## src/rtl/neighbor_window_gen_pkg.sv

```systemverilog
// Shared definitions for the 3x3 neighbourhood generator: FSM encoding,
// neighbour numbering with (drow,dcol) offsets, and delay-line tap layout.
package neighbor_window_gen_pkg;

  typedef enum logic [1:0] {
    ST_FILL  = 2'd0,
    ST_RUN   = 2'd1,
    ST_FLUSH = 2'd2
  } state_e;

  localparam int NB_TL = 1;
  localparam int NB_T  = 2;
  localparam int NB_TR = 3;
  localparam int NB_L  = 4;
  localparam int NB_R  = 5;
  localparam int NB_BL = 6;
  localparam int NB_B  = 7;
  localparam int NB_BR = 8;

  localparam int NUM_NB   = 8;
  localparam int NUM_TAPS = 9;
  localparam int TAP_CTR  = 4;

  function automatic int nb_drow(input int k);
    case (k)
      NB_TL, NB_T, NB_TR: return -1;
      NB_BL, NB_B, NB_BR: return 1;
      default:            return 0;
    endcase
  endfunction

  function automatic int nb_dcol(input int k);
    case (k)
      NB_TL, NB_L, NB_BL: return -1;
      NB_TR, NB_R, NB_BR: return 1;
      default:            return 0;
    endcase
  endfunction

  // Tap slots are ordered by ascending delay; slot 8 is the oldest (top-left).
  function automatic int nb_tap(input int k);
    return TAP_CTR - (3 * nb_drow(k) + nb_dcol(k));
  endfunction

  function automatic int tap_ofs(input int slot, input int w);
    return (slot / 3) * w + (slot % 3);
  endfunction

endpackage

```

## src/rtl/neighbor_window_gen_pixel_delay_line.sv

```systemverilog
// Shift register of 2*IMG_W+3 pixels. Taps present the contents as they
// will be after this cycle's shift, so a registered window lines up with its accept.
module pixel_delay_line
  import neighbor_window_gen_pkg::*;
#(
  parameter int PIX_W = 8,
  parameter int IMG_W = 16
) (
  input  logic                            clk,
  input  logic                            rst,
  input  logic                            shift_i,
  input  logic [PIX_W-1:0]                din_i,
  output logic [NUM_TAPS-1:0][PIX_W-1:0]  taps_o
);

  localparam int DEPTH = 2 * IMG_W + 3;

  logic [DEPTH-1:0][PIX_W-1:0] line_q, line_d;

  always_comb begin
    line_d = line_q;
    if (shift_i) line_d = {line_q[DEPTH-2:0], din_i};
  end

  always_ff @(posedge clk or posedge rst) begin
    if (rst) line_q <= '0;
    else     line_q <= line_d;
  end

  for (genvar g = 0; g < NUM_TAPS; g++) begin : g_tap
    assign taps_o[g] = line_d[tap_ofs(g, IMG_W)];
  end

endmodule

```

## src/rtl/neighbor_window_gen.sv

```systemverilog
// Raster pixel stream -> one registered 3x3 window per pixel, with border
// masking and an end-of-frame flush so every frame yields IMG_W*IMG_H windows.
module neighbor_window_gen
  import neighbor_window_gen_pkg::*;
#(
  parameter int PIX_W = 8,
  parameter int IMG_W = 16,
  parameter int IMG_H = 16
) (
  input  logic             clk,
  input  logic             rst,
  input  logic [PIX_W-1:0] pix_in,
  input  logic             pix_valid,
  output logic             pix_ready,
  output logic             win_valid,
  output logic             win_last,
  output logic [PIX_W-1:0] in,
  output logic [PIX_W-1:0] in_1,
  output logic [PIX_W-1:0] in_2,
  output logic [PIX_W-1:0] in_3,
  output logic [PIX_W-1:0] in_4,
  output logic [PIX_W-1:0] in_5,
  output logic [PIX_W-1:0] in_6,
  output logic [PIX_W-1:0] in_7,
  output logic [PIX_W-1:0] in_8,
  output logic             res_1,
  output logic             res_2,
  output logic             res_3,
  output logic             res_4,
  output logic             res_5,
  output logic             res_6,
  output logic             res_7,
  output logic             res_8
);

  localparam int CW = $clog2(IMG_W * IMG_H + 1);
  localparam logic [CW-1:0] FILL_LAST = CW'(IMG_W);
  localparam logic [CW-1:0] PIX_LAST  = CW'(IMG_W * IMG_H - 1);
  localparam logic [CW-1:0] COL_LAST  = CW'(IMG_W - 1);
  localparam logic [CW-1:0] ROW_LAST  = CW'(IMG_H - 1);

  state_e                         state_q, state_d;
  logic [CW-1:0]                  acc_q, acc_d;
  logic [CW-1:0]                  fl_q, fl_d;
  logic [CW-1:0]                  row_q, row_d, col_q, col_d;
  logic                           accept, emit, shift, last_c;
  logic [PIX_W-1:0]               din;
  logic [NUM_TAPS-1:0][PIX_W-1:0] taps;
  logic [NUM_NB-1:0]              res_c, res_q;
  logic [NUM_NB-1:0][PIX_W-1:0]   nbv_c, nb_q;
  logic [PIX_W-1:0]               ctr_q;
  logic                           wv_q, wl_q;

  assign pix_ready = ~rst & (state_q != ST_FLUSH);
  assign accept    = pix_valid & pix_ready;
  assign emit      = ((state_q == ST_RUN) & accept) | (state_q == ST_FLUSH);
  assign shift     = accept | (state_q == ST_FLUSH);
  assign din       = (state_q == ST_FLUSH) ? '0 : pix_in;
  assign last_c    = (row_q == ROW_LAST) & (col_q == COL_LAST);

  pixel_delay_line #(.PIX_W(PIX_W), .IMG_W(IMG_W)) u_line (
    .clk     (clk),
    .rst     (rst),
    .shift_i (shift),
    .din_i   (din),
    .taps_o  (taps)
  );

  always_comb begin
    state_d = state_q;
    acc_d   = acc_q;
    fl_d    = fl_q;
    unique case (state_q)
      ST_FILL: if (accept) begin
        acc_d = acc_q + 1'b1;
        if (acc_q == FILL_LAST) state_d = ST_RUN;
      end
      ST_RUN: if (accept) begin
        acc_d = acc_q + 1'b1;
        if (acc_q == PIX_LAST) begin
          state_d = ST_FLUSH;
          acc_d   = '0;
        end
      end
      ST_FLUSH: begin
        fl_d = fl_q + 1'b1;
        if (fl_q == FILL_LAST) begin
          state_d = ST_FILL;
          fl_d    = '0;
        end
      end
      default: state_d = ST_FILL;
    endcase
  end

  always_comb begin
    row_d = row_q;
    col_d = col_q;
    if (emit) begin
      if (last_c) begin
        row_d = '0;
        col_d = '0;
      end else if (col_q == COL_LAST) begin
        row_d = row_q + 1'b1;
        col_d = '0;
      end else begin
        col_d = col_q + 1'b1;
      end
    end
  end

  // Row/column bounds decide existence; the delay line wraps across rows,
  // so masked neighbours are zeroed rather than taken from the taps.
  always_comb begin
    res_c = '0;
    nbv_c = '0;
    for (int k = NB_TL; k <= NB_BR; k++) begin
      int r, c;
      r = int'(row_q) + nb_drow(k);
      c = int'(col_q) + nb_dcol(k);
      if (r >= 0 && r < IMG_H && c >= 0 && c < IMG_W) begin
        res_c[k-1] = 1'b1;
        nbv_c[k-1] = taps[nb_tap(k)];
      end
    end
  end

  always_ff @(posedge clk or posedge rst) begin
    if (rst) begin
      state_q <= ST_FILL;
      acc_q   <= '0;
      fl_q    <= '0;
      row_q   <= '0;
      col_q   <= '0;
      wv_q    <= 1'b0;
      wl_q    <= 1'b0;
      ctr_q   <= '0;
      nb_q    <= '0;
      res_q   <= '0;
    end else begin
      state_q <= state_d;
      acc_q   <= acc_d;
      fl_q    <= fl_d;
      row_q   <= row_d;
      col_q   <= col_d;
      wv_q    <= emit;
      wl_q    <= emit & last_c;
      if (emit) begin
        ctr_q <= taps[TAP_CTR];
        nb_q  <= nbv_c;
        res_q <= res_c;
      end
    end
  end

  assign win_valid = wv_q;
  assign win_last  = wl_q;
  assign in        = ctr_q;
  assign in_1      = nb_q[0];
  assign in_2      = nb_q[1];
  assign in_3      = nb_q[2];
  assign in_4      = nb_q[3];
  assign in_5      = nb_q[4];
  assign in_6      = nb_q[5];
  assign in_7      = nb_q[6];
  assign in_8      = nb_q[7];
  assign res_1     = res_q[0];
  assign res_2     = res_q[1];
  assign res_3     = res_q[2];
  assign res_4     = res_q[3];
  assign res_5     = res_q[4];
  assign res_6     = res_q[5];
  assign res_7     = res_q[6];
  assign res_8     = res_q[7];

endmodule

```

## config.mk

```make
export PLATFORM = sky130hd
export DESIGN_NAME = neighbor_window_gen
export DESIGN_NICKNAME = d
export VERILOG_FILES = /design/src/rtl/neighbor_window_gen_pkg.sv /design/src/rtl/neighbor_window_gen_pixel_delay_line.sv /design/src/rtl/neighbor_window_gen.sv
export SDC_FILE = /design/constraint.sdc
export NUM_CORES = 1
export LEC_CHECK = 0
export ABC_AREA = 1
export ABC_CLOCK_PERIOD_IN_PS = 21800
export BUFFER_PORTS_ARGS = -buffer_cell sky130_fd_sc_hd__buf_2
export CAP_MARGIN = 20
export CORE_MARGIN = 2
export CORE_UTILIZATION = 30
export CTS_CLUSTER_DIAMETER = 120
export DETAILED_ROUTE_END_ITERATION = 8
export SLEW_MARGIN = 25
export SYNTH_ARGS = -nofsm -noshare
export SYNTH_HDL_FRONTEND = slang
export SYNTH_SLANG_ARGS = --single-unit
```

## constraint.sdc

```tcl
create_clock -name clk -period 21.8 [get_ports clk]
set_input_delay 6.54 -clock clk [delete_from_list [all_inputs] [get_ports clk]]
set_output_delay 6.54 -clock clk [all_outputs]
set_load 0.01 [all_outputs]
```

==> metrics list <==
- Largest fanout on the critical path: 2
- The longest clock path from root to sink contains 3 buffers.
- I/O Buffers: 93
* Internal Dissipation: 1.507 mW
- Post-Route Utilization: 35.25%
* TritonCTS clock tree: done
- Hold Fails Final Rpt: 0
- Initial core utilization: 30.43%
- The count of final max-slew check failures is 0.
- Mapped Cells: 1,506
- Among all stages on the critical path, the largest delay is contributed by sky130_fd_sc_hd__buf_2.
* Routed length per instance: 14.19 µm
- Each instance of the synthesized netlist takes up on average 10.64 µm².
- Clock tree root buffer cell: sky130_fd_sc_hd__clkbuf_16
- The cell family contributing the most delay on the critical path is buffers and inverters.
- The clock reaches the later pin of the worst-skew pair after 560 ps.
- I/O pins: 94
* Leakage power figure: 8.918 nW
- Net count, final: 1,604
* Number of storage elements in the synthesis netlist: 400
- Net Sw Frac: 24.46%
* Total negative slack: 0 ps
- The congestion estimate from routability-driven global placement came to 0.7946.
- Status: completed
- Maximum number of pins on one net before global-route repair: 240
* Number of antenna violations at the first check in global routing: 0
* DRC violation count after routing: 0
- Setup repair after global routing left no endpoint under its margin.
- Clock Skew: 23.05 ps
- Gr busiest metal: met2
- Post-synthesis instance area: 16,020 µm²
* Hold Crit Class: flip-flop to flip-flop
- DRC violation total after the first TritonRoute iteration: 715
- Power share of the sequential group: 50.9%
* Wire length of the first global-routing pass: 54,390 µm
- Number of clock buffers inserted by TritonCTS: 43
* Vias after detailed routing: 10,480
- Clk sinks: 400
* Transition at the pin with the smallest max-transition slack: 958.4 ps
- Max-cap violations in this run came to 0.
- For this design the total switching power over the nets is 0.4879 mW.
- The number of nets handed over by synthesis was 1,525.
* Number of H-tree levels: 2
* Dpl hpwl: 20,340 µm
- In this run, post-CTS repair resized a total of 0 instances.
* Overflow left after global routing: 0
- The core region is 52,660 µm².
- Time the final worst path needs with I/O delays and setup: 13,470 ps
* Die Wd: 235.1 µm
* Number of unique standard cell types used by synthesis: 34
* Met3 track demand over resource in global routing: 2.697%
* Combinational group share of total power: 12.0%
- Crit start category: input pin
* Count of nets left with antenna violations after detail routing: 0
* Arrival time at the worst endpoint: 6930 ps
- The die covers 55,280 µm².
* Standard-cell rows: 84
- Counting stages on the worst path, the most repeated cell is sky130_fd_sc_hd__buf_2.
- The library cell used most frequently in the layout, excluding fill and tap cells, is sky130_fd_sc_hd__dfrtp_1.
* Power density cells: 107.5 nW/µm²
- Final setup violation count: 0
* Y dimension of the die: 235.1 µm
- Crit path largest cell delay: 140 ps
* Share of the yosys chip area belonging to registers: 62.47%
* Period Utilization, post-route: 61.80%
- Static timing analysis puts the maximum clock frequency at 74.23 MHz.
- Buffers inserted to repair hold after CTS numbered 0.
- GRT met1 Usage: 16.77%
- The number of global-route vias before repair was 10,450.
* Clock slew at reported path FFs: 60 ps
- 0 antenna diodes ended up in the layout.
* Final wirelength: 32,690 µm
- Headroom to the max-slew limit came out at 35.90%.
* Count of warnings emitted by yosys: 0
- Area grow syn2layout: 15.83%
- Dividing the detail-routed via count by the number of cells gives 4.546.
* Worst Setup Path Type: input pin to output port
- In the final layout, the share of cells above drive strength 1 is 20.85%.
- Cells along the critical path: buf_2, nor2_1, buf_2
- The share of total power dissipated in the clock network is 37.1%.
- Data on the critical path is required at its endpoint by 15,260 ps.
- Total GRT Usage: 11.88%
- In the global route stage, met2 resource usage came out at 18.43%.
- Worst supply voltage drop on vdd: 54.59 µV
* Top library cells by usage in the layout, fill and taps aside: sky130_fd_sc_hd__dfrtp_1, sky130_fd_sc_hd__nand2_1, sky130_fd_sc_hd__mux2_2
* Post-CTS setup buffers: 0
- The critical path contains buffers and inverters numbering 2 combined.
- Drt pass-1 iters: 5
- Capturing element type of the critical path: output port
==> power by group through the flow <==
| stage | sequential (mW) | clock [mW] | combinational (mW) |
|---|---|---|---|
| 2_1_floorplan | 1.00 | 0 | 0.206 |
| 3_3_place_gp | 1.02 | 0 | 0.231 |
| 5_1_grt | 1.04 | 0.793 | 0.271 |
| 6_report | 1.02 | 0.740 | 0.239 |
| 4_1_cts | 1.02 | 0.762 | 0.243 |
| 3_5_place_dp | 1.03 | 0 | 0.240 |
==> stage by stage <==
step / worst slack, ps / hold WS [ps] / instances / instance area, µm² / total power [mW]
global route: 8293 / 500.0 / 2304 / 18560 / 2.104
floorplan: 4080 / 449.2 / 1506 / 16020 / 1.208
CTS: 8301 / 481.5 / 2303 / 18530 / 2.021
global placement: 8293 / 461.6 / 2227 / 17090 / 1.251
detailed placement: 8302 / 460.3 / 2227 / 17090 / 1.268
finish: 8328 / 475.0 / 2304 / 18560 / 1.995
==> cells in the mapped netlist (all sizes together) <==
cell / number / area (µm²)
nand4: 20 / 125.1
dfrtp: 400 / 10010
clkinv: 2 / 7.510
nand3b: 1 / 7.510
nor2: 106 / 425.4
a21oi: 58 / 290.3
nand3: 105 / 530.5
nand2: 368 / 1386
xnor2: 2 / 17.52
a31oi: 6 / 37.54
and3: 1 / 6.260
o41ai: 1 / 8.760
o21ai: 74 / 370.4
xor2: 7 / 61.31
o22ai: 4 / 25.02
or2: 1 / 6.260
buf: 46 / 284.0
nor3b: 1 / 7.510
inv: 104 / 390.4
o21bai: 1 / 7.510
mux2: 155 / 1745
a211oi: 2 / 15.01
clkbuf: 23 / 86.33
ha: 8 / 100.1
nor3: 10 / 72.57
==> sequential cells by signal, indices dropped and copies added (netlist names), 9 cells and up <==
register,count
acc_q,9
col_q,9
fl_q,9
row_q,9
u_line.line_q,280
==> path summary, 6_finish.rpt <==
path	from	end	slack, ps	depth (start not counted)
max reg2reg	state_q[1]$_DFFE_PP0P_	in_4[7]$_DFFE_PP0P_	17490	10
max in group asynchronous	rst	in_5[2]$_DFFE_PP0P_	13670	4
min in group asynchronous	rst	fl_q[1]$_DFFE_PP0P_	6110	2
min reg2reg	in_5[3]$_DFFE_PP0P_	in_5[3]$_DFFE_PP0P_	480	2
min	in_5[3]$_DFFE_PP0P_	in_5[3]$_DFFE_PP0P_	480	2
max	rst	pix_ready	8330	3
==> routing by layer <==
metal	vias up	wire length, µm	share of wire [%]
li1	5083	-	-
met1	5134	15840	48
met2	207	14640	45
met3	51	1603	4.9
met4	0	598	1.8
met5	-	0	0
==> cell type report <==
type                    instances  area (µm²)
clock buffers                  62        1207
well taps                     688       860.8
clock inverters                14       227.7
fillers                      5165       34100
inverters                     106       405.4
repair buffers                103       589.3
multi-input cells             931        5260
flip-flops and latches        400       10010
==> cell families (layout without fill, tap and decap cells) <==
group / count (synthesis) / in the layout / share of synthesized area, %
compound gates: 146 / 146 / 4.708
xor+xnor: 9 / 9 / 0.4919
fa+ha+maj: 8 / 8 / 0.6247
buf+inv: 175 / 285 / 4.794
flops: 400 / 400 / 62.47
mux: 155 / 155 / 10.89
simple gates: 613 / 613 / 16.02
==> tightest hold or removal path, delay by kind of cell (launching register included) <==
kind,cells,cell delay (ps)
simple gates,2,100
flops,1,340
Note: power is estimated with default switching activity, not from simulation.
